[config.mk]
export PLATFORM = sky130hd
export DESIGN_NAME = fwft_read_fifo_flat
export DESIGN_NICKNAME = d
export VERILOG_FILES = /design/src/rtl/fwft_read_fifo_if.sv /design/src/rtl/fwft_read_fifo.sv /design/src/flat_wrapper.sv
export SDC_FILE = /design/constraint.sdc
export NUM_CORES = 1
export LEC_CHECK = 0
export ABC_AREA = 1
export BUFFER_PORTS_ARGS = -buffer_cell sky130_fd_sc_hd__buf_2
export CAP_MARGIN = 20
export CORE_AREA = 3 3 66 84
export DETAILED_ROUTE_END_ITERATION = 10
export DIE_AREA = 0 0 69 87
export PLACE_DENSITY_LB_ADDON = 0.05
export SYNTH_ARGS = -nofsm -noshare
export SYNTH_HDL_FRONTEND = slang
export SYNTH_SLANG_ARGS = --single-unit
[constraint.sdc]
create_clock -name clk -period 2.1 [get_ports clk]
set_input_delay 0.315 -clock clk [delete_from_list [all_inputs] [get_ports clk]]
set_output_delay 0.315 -clock clk [all_outputs]
set_load 0.05 [all_outputs]
[src/rtl/fwft_read_fifo_if.sv]
//------------------------------------------------------------------------------
// Module      : fwft_read_fifo_if
// Description : Bundles the write, read and status signals of the
//               first-word-fall-through FIFO. The master side issues
//               requests and the slave side (the FIFO) answers.
// Revision    : 1.0 - initial release
//------------------------------------------------------------------------------
`default_nettype none

interface fwft_read_fifo_if #(
    parameter int DATA_WIDTH = 8,
    parameter int DEPTH      = 4
);
    localparam int CNT_W = $clog2(DEPTH) + 1;

    logic [DATA_WIDTH-1:0] din;
    logic                  wr;
    logic                  rd;
    logic [DATA_WIDTH-1:0] dout;
    logic                  full;
    logic                  empty;
    logic [CNT_W-1:0]      count;
    logic                  overflow;
    logic                  underflow;

    // Requester side: drives data and requests, observes status
    modport master (
        output din, wr, rd,
        input  dout, full, empty, count, overflow, underflow
    );

    // FIFO side: accepts requests, drives data and status
    modport slave (
        input  din, wr, rd,
        output dout, full, empty, count, overflow, underflow
    );
endinterface

`default_nettype wire

[src/rtl/fwft_read_fifo.sv]
//------------------------------------------------------------------------------
// Module      : fwft_read_fifo
// Description : Synchronous FIFO with first-word-fall-through read data.
//               The oldest entry is visible on dout without a read cycle;
//               rd pops it. Full/empty come from an occupancy counter, and
//               dropped writes / ignored reads raise registered one-cycle
//               overflow / underflow pulses. Reset is asynchronous and
//               clears the storage as well as the control state.
// Revision    : 1.0 - initial release
//------------------------------------------------------------------------------
`default_nettype none

module fwft_read_fifo #(
    parameter int DATA_WIDTH = 8,
    parameter int DEPTH      = 4
) (
    input  wire logic           clk,
    input  wire logic           reset,
    fwft_read_fifo_if.slave     bus
);

    localparam int PTR_W = $clog2(DEPTH);
    localparam int CNT_W = PTR_W + 1;

    localparam logic [CNT_W-1:0] FULL_COUNT = CNT_W'(DEPTH);
    localparam logic [PTR_W-1:0] PTR_ONE    = PTR_W'(1);
    localparam logic [CNT_W-1:0] CNT_ONE    = CNT_W'(1);

    logic [DATA_WIDTH-1:0] mem [DEPTH];
    logic [PTR_W-1:0]      wr_ptr;
    logic [PTR_W-1:0]      rd_ptr;
    logic [CNT_W-1:0]      occupancy;
    logic                  overflow_q;
    logic                  underflow_q;

    logic                  is_full;
    logic                  is_empty;
    logic                  wr_accept;
    logic                  rd_accept;

    // Status is taken from the occupancy counter: pointers are equal both
    // when empty and when full, so they cannot tell the two apart.
    assign is_full   = (occupancy == FULL_COUNT);
    assign is_empty  = (occupancy == '0);

    // A write to a full FIFO still lands if the same cycle pops an entry,
    // because the pop frees the slot the write pointer is about to reuse.
    assign wr_accept = bus.wr && (!is_full || bus.rd);
    assign rd_accept = bus.rd && !is_empty;

    // Storage array: cleared by reset so stale data never reappears
    always_ff @(posedge clk or posedge reset) begin
        if (reset) begin
            for (int i = 0; i < DEPTH; i++) begin
                mem[i] <= '0;
            end
        end else if (wr_accept) begin
            mem[wr_ptr] <= bus.din;
        end
    end

    // Pointer and occupancy bookkeeping; pointers wrap naturally at DEPTH
    always_ff @(posedge clk or posedge reset) begin
        if (reset) begin
            wr_ptr    <= '0;
            rd_ptr    <= '0;
            occupancy <= '0;
        end else begin
            if (wr_accept) begin
                wr_ptr <= wr_ptr + PTR_ONE;
            end
            if (rd_accept) begin
                rd_ptr <= rd_ptr + PTR_ONE;
            end
            case ({wr_accept, rd_accept})
                2'b10:   occupancy <= occupancy + CNT_ONE;
                2'b01:   occupancy <= occupancy - CNT_ONE;
                default: occupancy <= occupancy;
            endcase
        end
    end

    // Error pulses: registered, high for the single cycle after the request
    always_ff @(posedge clk or posedge reset) begin
        if (reset) begin
            overflow_q  <= 1'b0;
            underflow_q <= 1'b0;
        end else begin
            overflow_q  <= bus.wr && is_full && !bus.rd;
            underflow_q <= bus.rd && is_empty;
        end
    end

    // Fall-through read data; forced to zero while nothing is stored
    assign bus.dout      = is_empty ? '0 : mem[rd_ptr];
    assign bus.full      = is_full;
    assign bus.empty     = is_empty;
    assign bus.count     = occupancy;
    assign bus.overflow  = overflow_q;
    assign bus.underflow = underflow_q;

endmodule

`default_nettype wire
[src/flat_wrapper.sv]
// flat-port wrapper written by rule: the top's interface ports become plain ports
module fwft_read_fifo_flat 
#(
    parameter int DATA_WIDTH = 8,
    parameter int DEPTH      = 4
)
  (clk, reset, bus_din, bus_wr, bus_rd, bus_dout, bus_full, bus_empty, bus_count, bus_overflow, bus_underflow);
  fwft_read_fifo_if #(.DATA_WIDTH(DATA_WIDTH), .DEPTH(DEPTH)) bus_i ();
  input  wire logic clk;
  input  wire logic reset;
  input wire logic [$bits(bus_i.din)-1:0] bus_din;
  input wire logic [$bits(bus_i.wr)-1:0] bus_wr;
  input wire logic [$bits(bus_i.rd)-1:0] bus_rd;
  output wire logic [$bits(bus_i.dout)-1:0] bus_dout;
  output wire logic [$bits(bus_i.full)-1:0] bus_full;
  output wire logic [$bits(bus_i.empty)-1:0] bus_empty;
  output wire logic [$bits(bus_i.count)-1:0] bus_count;
  output wire logic [$bits(bus_i.overflow)-1:0] bus_overflow;
  output wire logic [$bits(bus_i.underflow)-1:0] bus_underflow;
  assign bus_i.din = bus_din;
  assign bus_i.wr = bus_wr;
  assign bus_i.rd = bus_rd;
  assign bus_dout = bus_i.dout;
  assign bus_full = bus_i.full;
  assign bus_empty = bus_i.empty;
  assign bus_count = bus_i.count;
  assign bus_overflow = bus_i.overflow;
  assign bus_underflow = bus_i.underflow;
  fwft_read_fifo #(.DATA_WIDTH(DATA_WIDTH), .DEPTH(DEPTH)) u_core (.clk(clk), .reset(reset), .bus(bus_i));
endmodule
Word-level counts from Yosys, hierarchy flattened. Index checks and enable logic that the tools add are counted.

Reductions and logical operators: 12. Eq/ne operators: 3. $add $sub $neg: 4. Bitwise logic cells: 2. Order comparisons: 3. Mux-type cells: 8.

Operator list (number): 32-bit bitwise mux (1); 8-bit 2-to-1 mux (4); 8-bit binary-select mux with 2-bit select (1); 8-bit demux with 2-bit select (1); 3-bit greater-or-equal comparator, second input constant (2); 1-bit logical AND (6); 2-bit inverter with 3-bit output (2); 3-bit one-hot mux with 2 select lines (1); 2-bit by 1-bit adder with 2-bit output, second input constant (2); 3-bit by 1-bit adder with 3-bit output, second input constant (1); 3-bit == test, second input constant (1); 1-bit zero test (3); 3-bit zero test (1); 3-bit by 1-bit less-than comparator with 1-bit output, second input constant (1); 3-bit by 1-bit subtractor with 3-bit output, second input constant (1); 2-bit by 1-bit == test with 1-bit output, second input constant (1); 2-bit == test, second input constant (1); 2-bit nonzero test (1); 1-bit logical OR (1).

Output and inout port bits: 15. Input bits: 12. Bits in registers: 41. Logic and storage cells: 41.

Logic depth before layout (Yosys ltp). Gate-level depths: netlist (run 1).

Depth in word-level cells: 6. Mapped depth: 11. Depth with buffers taken out: 11.

Least setup slack after synthesis (run 1). OpenSTA, ideal clock, no wires.

Kind: flip-flop to output port. Start point: register u_core.occupancy[2] (netlist: u_core.bus.count[2]). End point: output bus_dout[0]. Slack: -522 ps. Path buffers: 0. Cell stages (with the launch flop): 5. Arrival: 2307 ps. Required time: 1785 ps. Cells stage by stage: dfrtp_1 -> inv_1 -> nand2_1 -> clkinv_1 -> a21oi_1.

Cells in the longest elaborated chain, start to end: 2.

Ends and longest elaborated chain: start, declared (line fwft_read_fifo.sv:32) `logic [CNT_W-1:0] occupancy;`; start signal, assigned (line fwft_read_fifo.sv:76) `2'b10: occupancy <= occupancy + CNT_ONE;`; start signal, assigned (line fwft_read_fifo.sv:77) `2'b01: occupancy <= occupancy - CNT_ONE;`; start signal, assigned (line fwft_read_fifo.sv:78) `default: occupancy <= occupancy;`; 3-bit zero test (line fwft_read_fifo.sv:44) `assign is_empty = (occupancy == '0);`; via bus_empty (line flat_wrapper.sv:16) `output wire logic [$bits(bus_i.empty)-1:0] bus_empty;`; 8-bit 2-to-1 mux (line fwft_read_fifo.sv:95) `assign bus.dout = is_empty ? '0 : mem[rd_ptr];`; end, declared (line flat_wrapper.sv:14) `output wire logic [$bits(bus_i.dout)-1:0] bus_dout;`.

The timed path passes the listed nets, and every way through them passes these cells.

Worst setup path after layout (run 1).
Start point: register u_core.rd_ptr[1]. End point: output bus_dout[6].

Cells in the longest elaborated chain, start to end: 5.

Ends and longest elaborated chain: start, declared (line fwft_read_fifo.sv:31) `logic [PTR_W-1:0] rd_ptr;`; start signal, assigned (line fwft_read_fifo.sv:73) `rd_ptr <= rd_ptr + PTR_ONE;`; 2-bit inverter with 3-bit output (not written as such) (line fwft_read_fifo.sv:95); 8-bit binary-select mux with 2-bit select (line fwft_read_fifo.sv:95); 8-bit 2-to-1 mux (not written as such) (2 in a row) (line fwft_read_fifo.sv:95); 8-bit 2-to-1 mux (line fwft_read_fifo.sv:95).

No other way between the ends. The select of a mux whose other input is x is not followed.

==> metrics.md, run 1 <==
| Metric | Value |
|---|---|
| Final setup vio count | 0 |
| Post-route setup slack | 0.0689 ns |
| Worst-Skew Late Latency | 0.29 ns |
| Root buffer cell | clkbuf_8 |
| Synth warn | 0 |
| Crit path required time | 1.78 ns |
| Core box area | 4760 um^2 |
| Seq/Total Area, Yosys | 0.477 |
| Number of distinct library cells after synthesis | 24 |
| Post-layout min period | 2.03 ns |
| Final hold vios | 0 |
| Max Clock Skew | 0.00866 ns |
| # rows | 28 |
| Post-Route Utilization | 0.535 |
| Crit path DAT | 1.72 ns |
| Worst R2R Start | u_core.bus.count[1] |
| FF/Latch Area | 1030 um^2 |
| Initial core utilization | 0.451 |
| Pleak | 1.32 nW |
| Syn nets | 284 |
| Layout Cells excl Fill | 357 |
| Reg-to-reg endpoint | u_core.bus.count[1] |
| Share of layout cells above drive strength 1 | 0.226 |
| CP Launch Type | register |
| Clk buf depth | 2 |
| Tcrit/Tclk final | 0.967 |
| Hold buffers post-CTS | 0 |
| Worst slew pin tran | 0.541 ns |
| Layout area overhead | 18.5% |
| Pre-Repair DR Iteration Count | 4 |
| Max Clk Rate | about 490 MHz |
| Setup slack, reg-to-reg | 0.22 ns |
| Vias in the first global route | 1884 |
| Rel. slew slack | 0.639 |
| Worst-path clk slew | 0.07 ns |
| Crit Path Category | reg2out |
| I/O pins | 27 |
| Die Footprint | roughly 6000 um^2 |
| Chip Height | roughly 87 um |
| Detailed Place HPWL | 3550 um |
| Initial antenna violation count | 0 |
| DRT iter0 DRCs | 134 |
| Die width | 69 um |
| Filler cells | roughly 500 |
| DP Worst Slack | 0.270 ns |
| DP Cell Count | 346 |
| R2R cell count | 8 |
| Multi-input gate area | 1050 um^2 |
| Total Routing Usage GR | 0.204 |
| Status | complete, no violations |
| Number of antenna repair diodes | 0 |
| GRT overflow | 0 |
| TritonCTS clock tree | built |
| DR vias/cell | ~5.4 |
| Remaining routing DRC violations | 0 |
| DR WL/cell | 16.6 um |
| End of the critical path | bus_dout[6] |
| Worst-path maximum fanout | 7 |
| Setup crit end kind | primary output |
| CTS buffer count | 5 |
| First-pass GRT wire length | 9800 um |
| Clk sinks | 41 |
| Max-cap violation count | 0 |
| Worst Hold Class | in2async |
| H-tree depth | 2 |
| Post-Synthesis Cells | between 200 and 300 |
| Peak VDD IR | between 0.9 and 1 mV |
| Mapped cell area | between 2000 and 2500 um^2 |
| Crit path launch | u_core.rd_ptr[1] |
| PwrDens | 1830 nW/um^2 |
| Syn_area_per_cell | 8.08 um^2 |
| WL final | 5940 um |
| I/O Buffers | 26 |
| Post-route ant nets | 0 |
| Final Net Count | 315 |
| Setup TNS | 0 ns |
| GPL Wtd Cong | between 0.7 and 0.8 |
| Hold WS | 0.140 ns |
| Pin count of the biggest net entering global routing | 42 |
| Max Slew Vio Count | 0 |
| Vias | between 1.5k and 2k |
| Post-synthesis register bit count | 41 |
critical path, cell delays in order, from the launching register on:
cell	delay (ns)
dfrtp_2	0.47
clkinvlp_4	0.16
clkbuf_4	0.23
buf_4	0.13
nand2_1	0.08
a21oi_4	0.14
clkbuf_4	0.23
logic make-up (layout without fill, tap and decap cells):
kind of cell,after synthesis,in the layout,share of synthesized area
and+or+nand+nor,167,167,0.349
xor gates and xnor gates,4,4,0.0163
DFF,41,41,0.477
AOI/OAI and AO/OA,18,18,0.0419
buffers and inverters,30,61,0.0768
adders and majority gates,6,6,0.0384
Yosys cell counts:
cell type    n  share of area
ha_1         5          0.029
xnor2_1      2         0.0082
nor2_1      18          0.031
dfrtp_1     41           0.48
nand4_1     32          0.093
o21ai_0      8          0.019
nor3_1       1         0.0023
inv_2        1         0.0017
nand3_4      1         0.0082
nand3_1      3         0.0070
buf_6        5          0.026
nand3b_1     1         0.0035
a21oi_1      8          0.019
inv_1       12          0.021
clkbuf_1     3         0.0052
buf_2        6          0.014
buf_4        2         0.0070
clkinv_1     1         0.0017
nor2_2       1         0.0029
nand3_2      3          0.014
nand2_1    107           0.19
xor2_1       2         0.0082
o21ai_1      2         0.0047
fa_1         1         0.0093
state kept, by name, summed over array words and instances (netlist names):
name / flops
u_core.rd_ptr: 2
u_core.bus.overflow: 1
u_core.bus.count: 3
u_core.bus.underflow: 1
u_core.mem: 32
u_core.wr_ptr: 2
cells in the final DEF (no fill, tap or decap), types with 2 or more instances in the layout:
cell and instances:
clkbuf_4 2, clkinvlp_4 2, nand2_1 107, nand3_1 3
dfrtp_1 37, xor2_1 2, a21oi_4 8, buf_4 14
nor2_1 18, buf_2 23, inv_1 11, dfrtp_2 4
clkbuf_8 6, nand3_2 3, ha_1 5, o21ai_1 2
xnor2_1 2, o21ai_0 8, nand4_1 32
power breakdown:
part           switching (W)  internal, W  leakage (nW)
combinational        0.00188     0.000848         0.771
clock               0.000273     0.000261        0.0443
sequential          0.000245      0.00116         0.508
total                0.00240      0.00227          1.32
per-layer routing:
metal,up-vias,track usage,routed length [um]
met5,-,0,0
met4,0,0.0480,54
met3,5,0.0312,241
met2,53,0.333,2850
met1,937,0.287,2800
li1,933,-,-
worst min path at each step:
stage | startpoint | to | slack, ns | depth (start not counted)
finish | reset | u_core.bus.underflow | 0.14 | 3
global route | reset | u_core.mem[9] | 0.20 | 3
CTS | reset | u_core.bus.underflow | 0.16 | 3
detailed placement | u_core.mem[0] | u_core.mem[0] | 0.45 | 2
global placement | u_core.mem[7] | u_core.mem[7] | 0.45 | 2
floorplan | u_core.mem[0] | u_core.mem[0] | 0.44 | 2
final cells by class:
cell class / count / share of cell area
Multi-Input combinational cell: 195 / 0.414
Sequential cell: 41 / 0.405
Timing Repair Buffer: 39 / 0.0923
Clock buffer: 7 / 0.0339
Tap cell: 60 / 0.0295
Inverter: 14 / 0.0231
Timing Repair inverter: 1 / 0.00295
stage by stage:
| step | area [um^2] | total power [W] |
|---|---|---|
| 3_5_place_dp | 2420 | 0.00403 |
| 3_3_place_gp | 2420 | 0.00401 |
| 2_1_floorplan | 2250 | 0.00345 |
| 5_1_grt | 2550 | 0.00503 |
| 4_1_cts | 2500 | 0.00457 |
| 6_report | 2550 | 0.00467 |
repair_timing:
item,CTS,global route
hold endpoints to repair,0,0
setup buffers,0,3
gates resized for setup,0,9
setup endpoints to repair,0,8
Power figures use the tool's default switching activity.
==> run 2: changes to the inputs <==
--- a/config.mk
+++ b/config.mk
@@ -11,6 +11,7 @@
 export CORE_AREA = 3 3 66 84
 export DETAILED_ROUTE_END_ITERATION = 10
 export DIE_AREA = 0 0 69 87
+export MAX_ROUTING_LAYER = met4
 export PLACE_DENSITY_LB_ADDON = 0.05
 export SYNTH_ARGS = -nofsm -noshare
 export SYNTH_HDL_FRONTEND = slang
==> constraint.sdc (replaced) <==
create_clock -name clk -period 2.1 [get_ports clk]
set_input_delay 0.21 -clock clk [delete_from_list [all_inputs] [get_ports clk]]
set_output_delay 0.21 -clock clk [all_outputs]
set_load 0.05 [all_outputs]
==> metrics.md, run 2 (synthesis gave the netlist of run 1 again) <==
| Metric | Value |
|---|---|
| Status | complete, no violations |
| Worst-Skew Late Latency | 0.30 ns (about the same) |
| PwrDens | 1840 nW/um^2 (+0.66%) |
| Pin count of the biggest net entering global routing | 42 (unchanged) |
| Max FFs per register | 32 (unchanged) |
| Pre-Repair DR Iteration Count | 4 (unchanged) |
| TritonCTS clock tree | built |
| First-pass GRT wire length | 9370 um (-4.4%) |
| Crit path required time | 1.89 ns (+0.11 ns) |
| Max-cap violation count | 0 (unchanged) |
| Vias in the first global route | 1838 (-2.4%) |
| Max Slew Vio Count | 0 (unchanged) |
| H-tree depth | 2 (unchanged) |
| Tcrit/Tclk final | 0.952 (-0.0149) |
| Post-route ant nets | 0 (unchanged) |
| Root buffer cell | clkbuf_8 |
| CP peak stage delay | 0.44 ns (-0.03 ns) |
| Hold buffers post-CTS | 0 (unchanged) |
| Peak VDD IR | 0.871 mV (-5.4%) |
| Number of antenna repair diodes | 0 (unchanged) |
| I/O Buffers | 26 (unchanged) |
| Pleak | 1.33 nW (+0.32%) |
| Crit-path slowest cell | dfrtp_2 |
| Top cell by count, worst path | clkbuf_4 |
| I/O pins | 27 (unchanged) |
| Die Footprint | 6000 um^2 (unchanged) |
| Unrepaired setup endpoints after global routing | no |
| GRT overflow | 0 (unchanged) |
| Max Clk Rate | 500 MHz (+1.6%) |
| Initial antenna violation count | 0 (unchanged) |
| Die width | 69 um (unchanged) |
| Setup slack, reg-to-reg | 0.25 ns (+0.03 ns) |
| Share of layout cells above drive strength 1 | 0.214 (-0.0120) |
| WL final | 5550 um (-6.6%) |
| Core box area | 4760 um^2 (unchanged) |
| Commonest non-fill, non-tap cells in the layout | nand2_1, dfrtp_1, nand4_1 |
| FF/Latch Area | 1030 um^2 (-0.12%) |
| Max Clock Skew | 0.00582 ns (-0.00284 ns) |
| Worst R2R Start | u_core.bus.count[1] |
| # rows | 28 (unchanged) |
| Final setup vio count | 0 (unchanged) |
| Clk sinks | 41 (unchanged) |
| Commonest non-fill, non-tap cell in the layout | nand2_1 |
| Cells along the critical path | clkinvlp_4 -> clkbuf_4 -> buf_4 -> nand2_1 -> a21oi_4 -> clkbuf_4 |
| Clk buf depth | 2 (unchanged) |
| CP Launch Type | register |
| Final hold vios | 0 (unchanged) |
| Crit path launch | u_core.rd_ptr[1] |
| Crit Path Category | reg2out |
| Final Net Count | 312 (-0.95%) |
| Post-layout min period | 2.00 ns (-0.0313 ns) |
| Layout area overhead | 18.4% (about the same) |
| Vias | 1867 (-3.2%) |
| CP delay by family, top | buffers and inverters |
| Worst slew pin tran | 0.540 ns (-0.000862 ns) |
| Setup TNS | 0 ns (unchanged) |
| Total Routing Usage GR | 0.207 (+0.00235) |
| Worst-path clk slew | 0.08 ns (about the same) |
| DRT iter0 DRCs | 132 (-1.5%) |
| Detailed Place HPWL | 3350 um (-5.6%) |
| Hold WS | 0.0280 ns (-0.112 ns) |
| Setup crit end kind | primary output |
| WP buf/inv | 4 (unchanged) |
| Filler cells | 484 (-3.6%) |
| Worst Hold Class | in2async |
| DR vias/cell | 5.26 (-2.6%) |
| CTS buffer count | 5 (unchanged) |
| Rel. slew slack | 0.640 (about the same) |
| Multi-input gate area | 1050 um^2 (-0.47%) |
| Initial core utilization | 0.451 (unchanged) |
| Remaining routing DRC violations | 0 (unchanged) |
| Crit path DAT | 1.79 ns (+0.07 ns) |
| GPL Wtd Cong | 0.749 (-4.6%) |
| Largest Register | u_core.mem |
| Worst-path maximum fanout | 9 (+2) |
| DR WL/cell | 15.6 um (-6.1%) |
| Chip Height | 87 um (unchanged) |
==> run 2: worst reg2reg max path: stages (launching register included) <==
cell and delay (ns):
dfrtp_2 0.44, nor2_2 0.16, nand2_1 0.12, nand2_1 0.15, inv_1 0.06, ha_1 0.21
inv_1 0.09, fa_1 0.40, o21ai_0 0.16
==> run 2: timing repair <==
item | CTS | global route
endpoints found under the hold margin | 0 | 0
resized for setup | 0 | 4
buffers inserted | 0 | 3
setup endpoints to repair | 0 | 5
==> run 2: area by class of cell <==
| class | count | share of cell area |
|---|---|---|
| Multi-Input combinational cell | 195 | 0.412 |
| Timing Repair Buffer | 37 | 0.0855 |
| Clock buffer | 7 | 0.0339 |
| Inverter | 14 | 0.0226 |
| Tap cell | 60 | 0.0295 |
| Clock inverter | 1 | 0.0118 |
| Sequential cell | 41 | 0.405 |
==> run 2: power by group <==
group / internal [W] / switching [W]
combinational: 0.000816 / 0.00185
sequential: 0.00115 / 0.000215
clock: 0.000388 / 0.000274
total: 0.00236 / 0.00234
==> run 2: routing by layer <==
metal	GRT usage	vias up	wire length (um)
li1	-	925	-
met1	0.263	892	2660
met2	0.334	41	2600
met3	0.0335	9	187
met4	0.0764	0	102
met5	-	-	0
==> run 2: final timing paths <==
kind,end,cells past startpoint
max in group asynchronous,u_core.rd_ptr[1],3
worst min-delay path,u_core.mem[8],3
worst max register to register,u_core.bus.count[1],8
worst max-delay path,bus_dout[4],6
worst min register to register,u_core.mem[7],2
min in group clk,u_core.bus.underflow,3
==> run 2: stage by stage <==
stage / instances / setup slack [ns] / total power (W) / instance area, um^2 / utilization
after CTS: 352 / 0.0863 / 0.00466 / 2510 / 0.527
final: 355 / 0.100 / 0.00469 / 2540 / 0.534
after global placement: 344 / 0.305 / 0.00397 / 2400 / 0.503
after floorplan: 266 / 0.0200 / 0.00344 / 2240 / -
after detailed placement: 344 / 0.247 / 0.00399 / 2400 / 0.503
after global routing: 355 / 0.000412 / 0.00508 / 2540 / 0.534
